### config.mk
export PLATFORM = sky130hd
export DESIGN_NAME = pc
export DESIGN_NICKNAME = d
export VERILOG_FILES = /design/src/rtl/pc_pkg.sv /design/src/rtl/pc.sv
export SDC_FILE = /design/constraint.sdc
export NUM_CORES = 1
export LEC_CHECK = 0
export CAP_MARGIN = 20
export CORE_ASPECT_RATIO = 1.5
export CORE_MARGIN = 5
export CORE_UTILIZATION = 35
export CTS_BUF_LIST = sky130_fd_sc_hd__clkbuf_4 sky130_fd_sc_hd__clkbuf_8
export CTS_CLUSTER_SIZE = 40
export DETAILED_ROUTE_END_ITERATION = 8
export PLACE_DENSITY = 0.86
export SYNTH_ARGS = -nofsm -noshare
export SYNTH_HDL_FRONTEND = slang
export SYNTH_SLANG_ARGS = --single-unit
### constraint.sdc
create_clock -name clk -period 1.8 [get_ports clk]
set_clock_uncertainty 0.2 [all_clocks]
set_input_delay 0.45 -clock clk [delete_from_list [all_inputs] [get_ports clk]]
set_output_delay 0.45 -clock clk [all_outputs]
set_load 0.02 [all_outputs]
### src/rtl/pc_pkg.sv
// Shared defaults for the program counter: address width and reset vector.
package pc_pkg;

  localparam int unsigned PC_XLEN_DEFAULT = 32;
  localparam logic [31:0] PC_RESET_VECTOR_DEFAULT = 32'h0000_0000;

endpackage : pc_pkg

### src/rtl/pc.sv
// Program counter: one XLEN-bit register that loads the externally computed
// next address every cycle and returns to RESET_VECTOR asynchronously.
module pc
  import pc_pkg::*;
#(
  parameter int unsigned XLEN = PC_XLEN_DEFAULT,
  parameter logic [XLEN-1:0] RESET_VECTOR = XLEN'(PC_RESET_VECTOR_DEFAULT)
) (
  input  logic            clk,
  input  logic            rst_n,
  input  logic [XLEN-1:0] pc_next,
  output logic [XLEN-1:0] pc_out
);

  logic [XLEN-1:0] pc_q;

  // PC register: verbatim load of pc_next, no enable, no alignment.
  always_ff @(posedge clk or negedge rst_n) begin
    if (!rst_n) begin
      pc_q <= RESET_VECTOR;
    end else begin
      pc_q <= pc_next;
    end
  end

  assign pc_out = pc_q;

endmodule : pc

==> results of run 1 <==
## cell families after synthesis
logic type / after synthesis / share of synthesized area [%]
flip-flops: 32 / 100
## layout by cell type (no fill, tap or decap)
master           instances
clkbuf_8                 1
buf_4                    2
dfrtp_1                 32
clkbuf_4                 7
dlygate4sd2_1           32
clkdlybuf4s50_1         33
## power breakdown
| part | switching, mW | internal, mW |
|---|---|---|
| registers | 0.00848 | 0.754 |
| logic | 0.0862 | 0.0990 |
| clock network | 0.210 | 0.223 |
## through the flow
stage          worst slack [ns]  cells
2_1_floorplan             0.734     32
3_3_place_gp              0.240    122
3_5_place_dp              0.199    122
4_1_cts                   0.110    130
5_1_grt                  0.0690    130
6_report                  0.134    130
## layout make-up
cell class / instances / area (um2)
sequential: 32 / 801
timing repair buffer: 67 / 626
fill: 176 / 686
clock buffer: 8 / 66.3
tap: 23 / 28.8
## worst max-delay path by stage
stage	start	to	slack, ns
after detailed placement	pc_out[16]$_DFF_PN0_	pc_out[16]	0.20
after floorplan	pc_out[0]$_DFF_PN0_	pc_out[0]	0.73
after CTS	pc_out[16]$_DFF_PN0_	pc_out[16]	0.11
final	pc_out[16]$_DFF_PN0_	pc_out[16]	0.13
after global routing	pc_out[16]$_DFF_PN0_	pc_out[16]	0.07
after global placement	pc_out[19]$_DFF_PN0_	pc_out[19]	0.24
## metal layers
layer  up-vias  wire [um]  part of all wire, %  GRT usage (%)
met1       260        606                   30           12.1
met3         5        158                  7.9           6.24
li1        245          -                    -              -
met4         0         41                  2.0           8.08
met5         -          0                    0              0
met2        34       1200                   60           26.5
==> results.tsv, run 1 <==
metric	value	unit
rsz0062_at_grt	false	
postCtsHoldBufs	0	
multiInputGateArea	0	um2
htreeDepth	2	
synth_top_cell_area_share	100	%
drtIter0Drc	3	
end_kind	output port	
crit_chain	dlygate4sd2_1	
start_util	36.3	%
ctsResizeCount	32	
period_share	92.6	%
placed_cell_area	1500	um2
place.gp.congestion	0.632	
via_per_inst	4.18	
critPathMaxFanout	1	
firstDrtPassIters	2	
fp.dieH	68.6	um
whs	0.266	ns
synthTopCellsByArea	dfrtp_1	
die-area	3360	um2
io_pins	66	
ys_seq_elements	32	
drt-total-wl	2010	um
synth_cell_types	1	
final_max_slew_viol_count	0	
cts_buffers	5	
clock.fmax	0.600	GHz
drive_gt1_share	9.35	%
routedWlPerCell	15.4	um
rows	21	
die_x	49.1	um
finalInstanceArea	1520	um2
portBuffers	65	
track_usage	14.0	%
synth_common_cells	dfrtp_1	
required	1.15	ns
hold_path_class	in2async	
cp_slowest_cell	dfrtp_1	
tightest_slew	0.233	ns
drc	0	
path_clk_slew	0.09	ns
netlist_area	801	um2
startpoint_type	flop	
largest_register_ffs	32	
crit_type	reg2out	
nets	140	
grt_pass1_wl	3290	um
synth_top_area_cell	dfrtp_1	
final_util	68.9	%
hpwl	1660	um
dr_total_vias	544	
hold_violations	0	
antenna_found_initial	0	
synth_nets	66	
cts_root_buffer	clkbuf_4	
cp_num_buf_inv	1	
min_period	1.67	ns
finalSetupViolCount	0	
syn_to_final_growth	90.0	%
max_stage_delay	0.38	ns
grt_pass1_vias	651	
p_leak	0.719	nW
overflow	0	
syn_inst	32	
cts_tree	built	
power.density	908	nW/um2
multi_input_cells	0	
power	1.38	mW
cts.path.max_buffers	2	
irDropWorstVdd	0.000615	V
synth-edff-count	0	
grt_start_max_net_pins	18	
syn_area_per_cell	25.0	um2
fin_setup_tns	0	ns
path_depth	1	
ys_warn_count	0	
yosys.cell_count.top_type	dfrtp_1	
synth_flop_cell	dfrtp_1	
maxCapViolCount	0	
critPathTopFamily	flip-flops	
worst_ep_arrival_time	1.02	ns
cts_setup_buffers	0	
clock_sinks	32	
outcome	finished clean	
synth_sequential_area_ratio	100	%
ant_nets	0	
max_slew_margin	84.5	%
synthArstFlopShare	100	%
num_antenna_cells	0	
coreArea	2210	um2
No activity file was read; power rests on OpenSTA's default activity.
==> run 2: changes to the inputs <==
--- a/config.mk
+++ b/config.mk
@@ -16,3 +16,4 @@
 export SYNTH_ARGS = -nofsm -noshare
 export SYNTH_HDL_FRONTEND = slang
 export SYNTH_SLANG_ARGS = --single-unit
+export TNS_END_PERCENT = 1
==> results of run 2 <==
No change in the layout: final DEF, timing and power equal those of run 1.
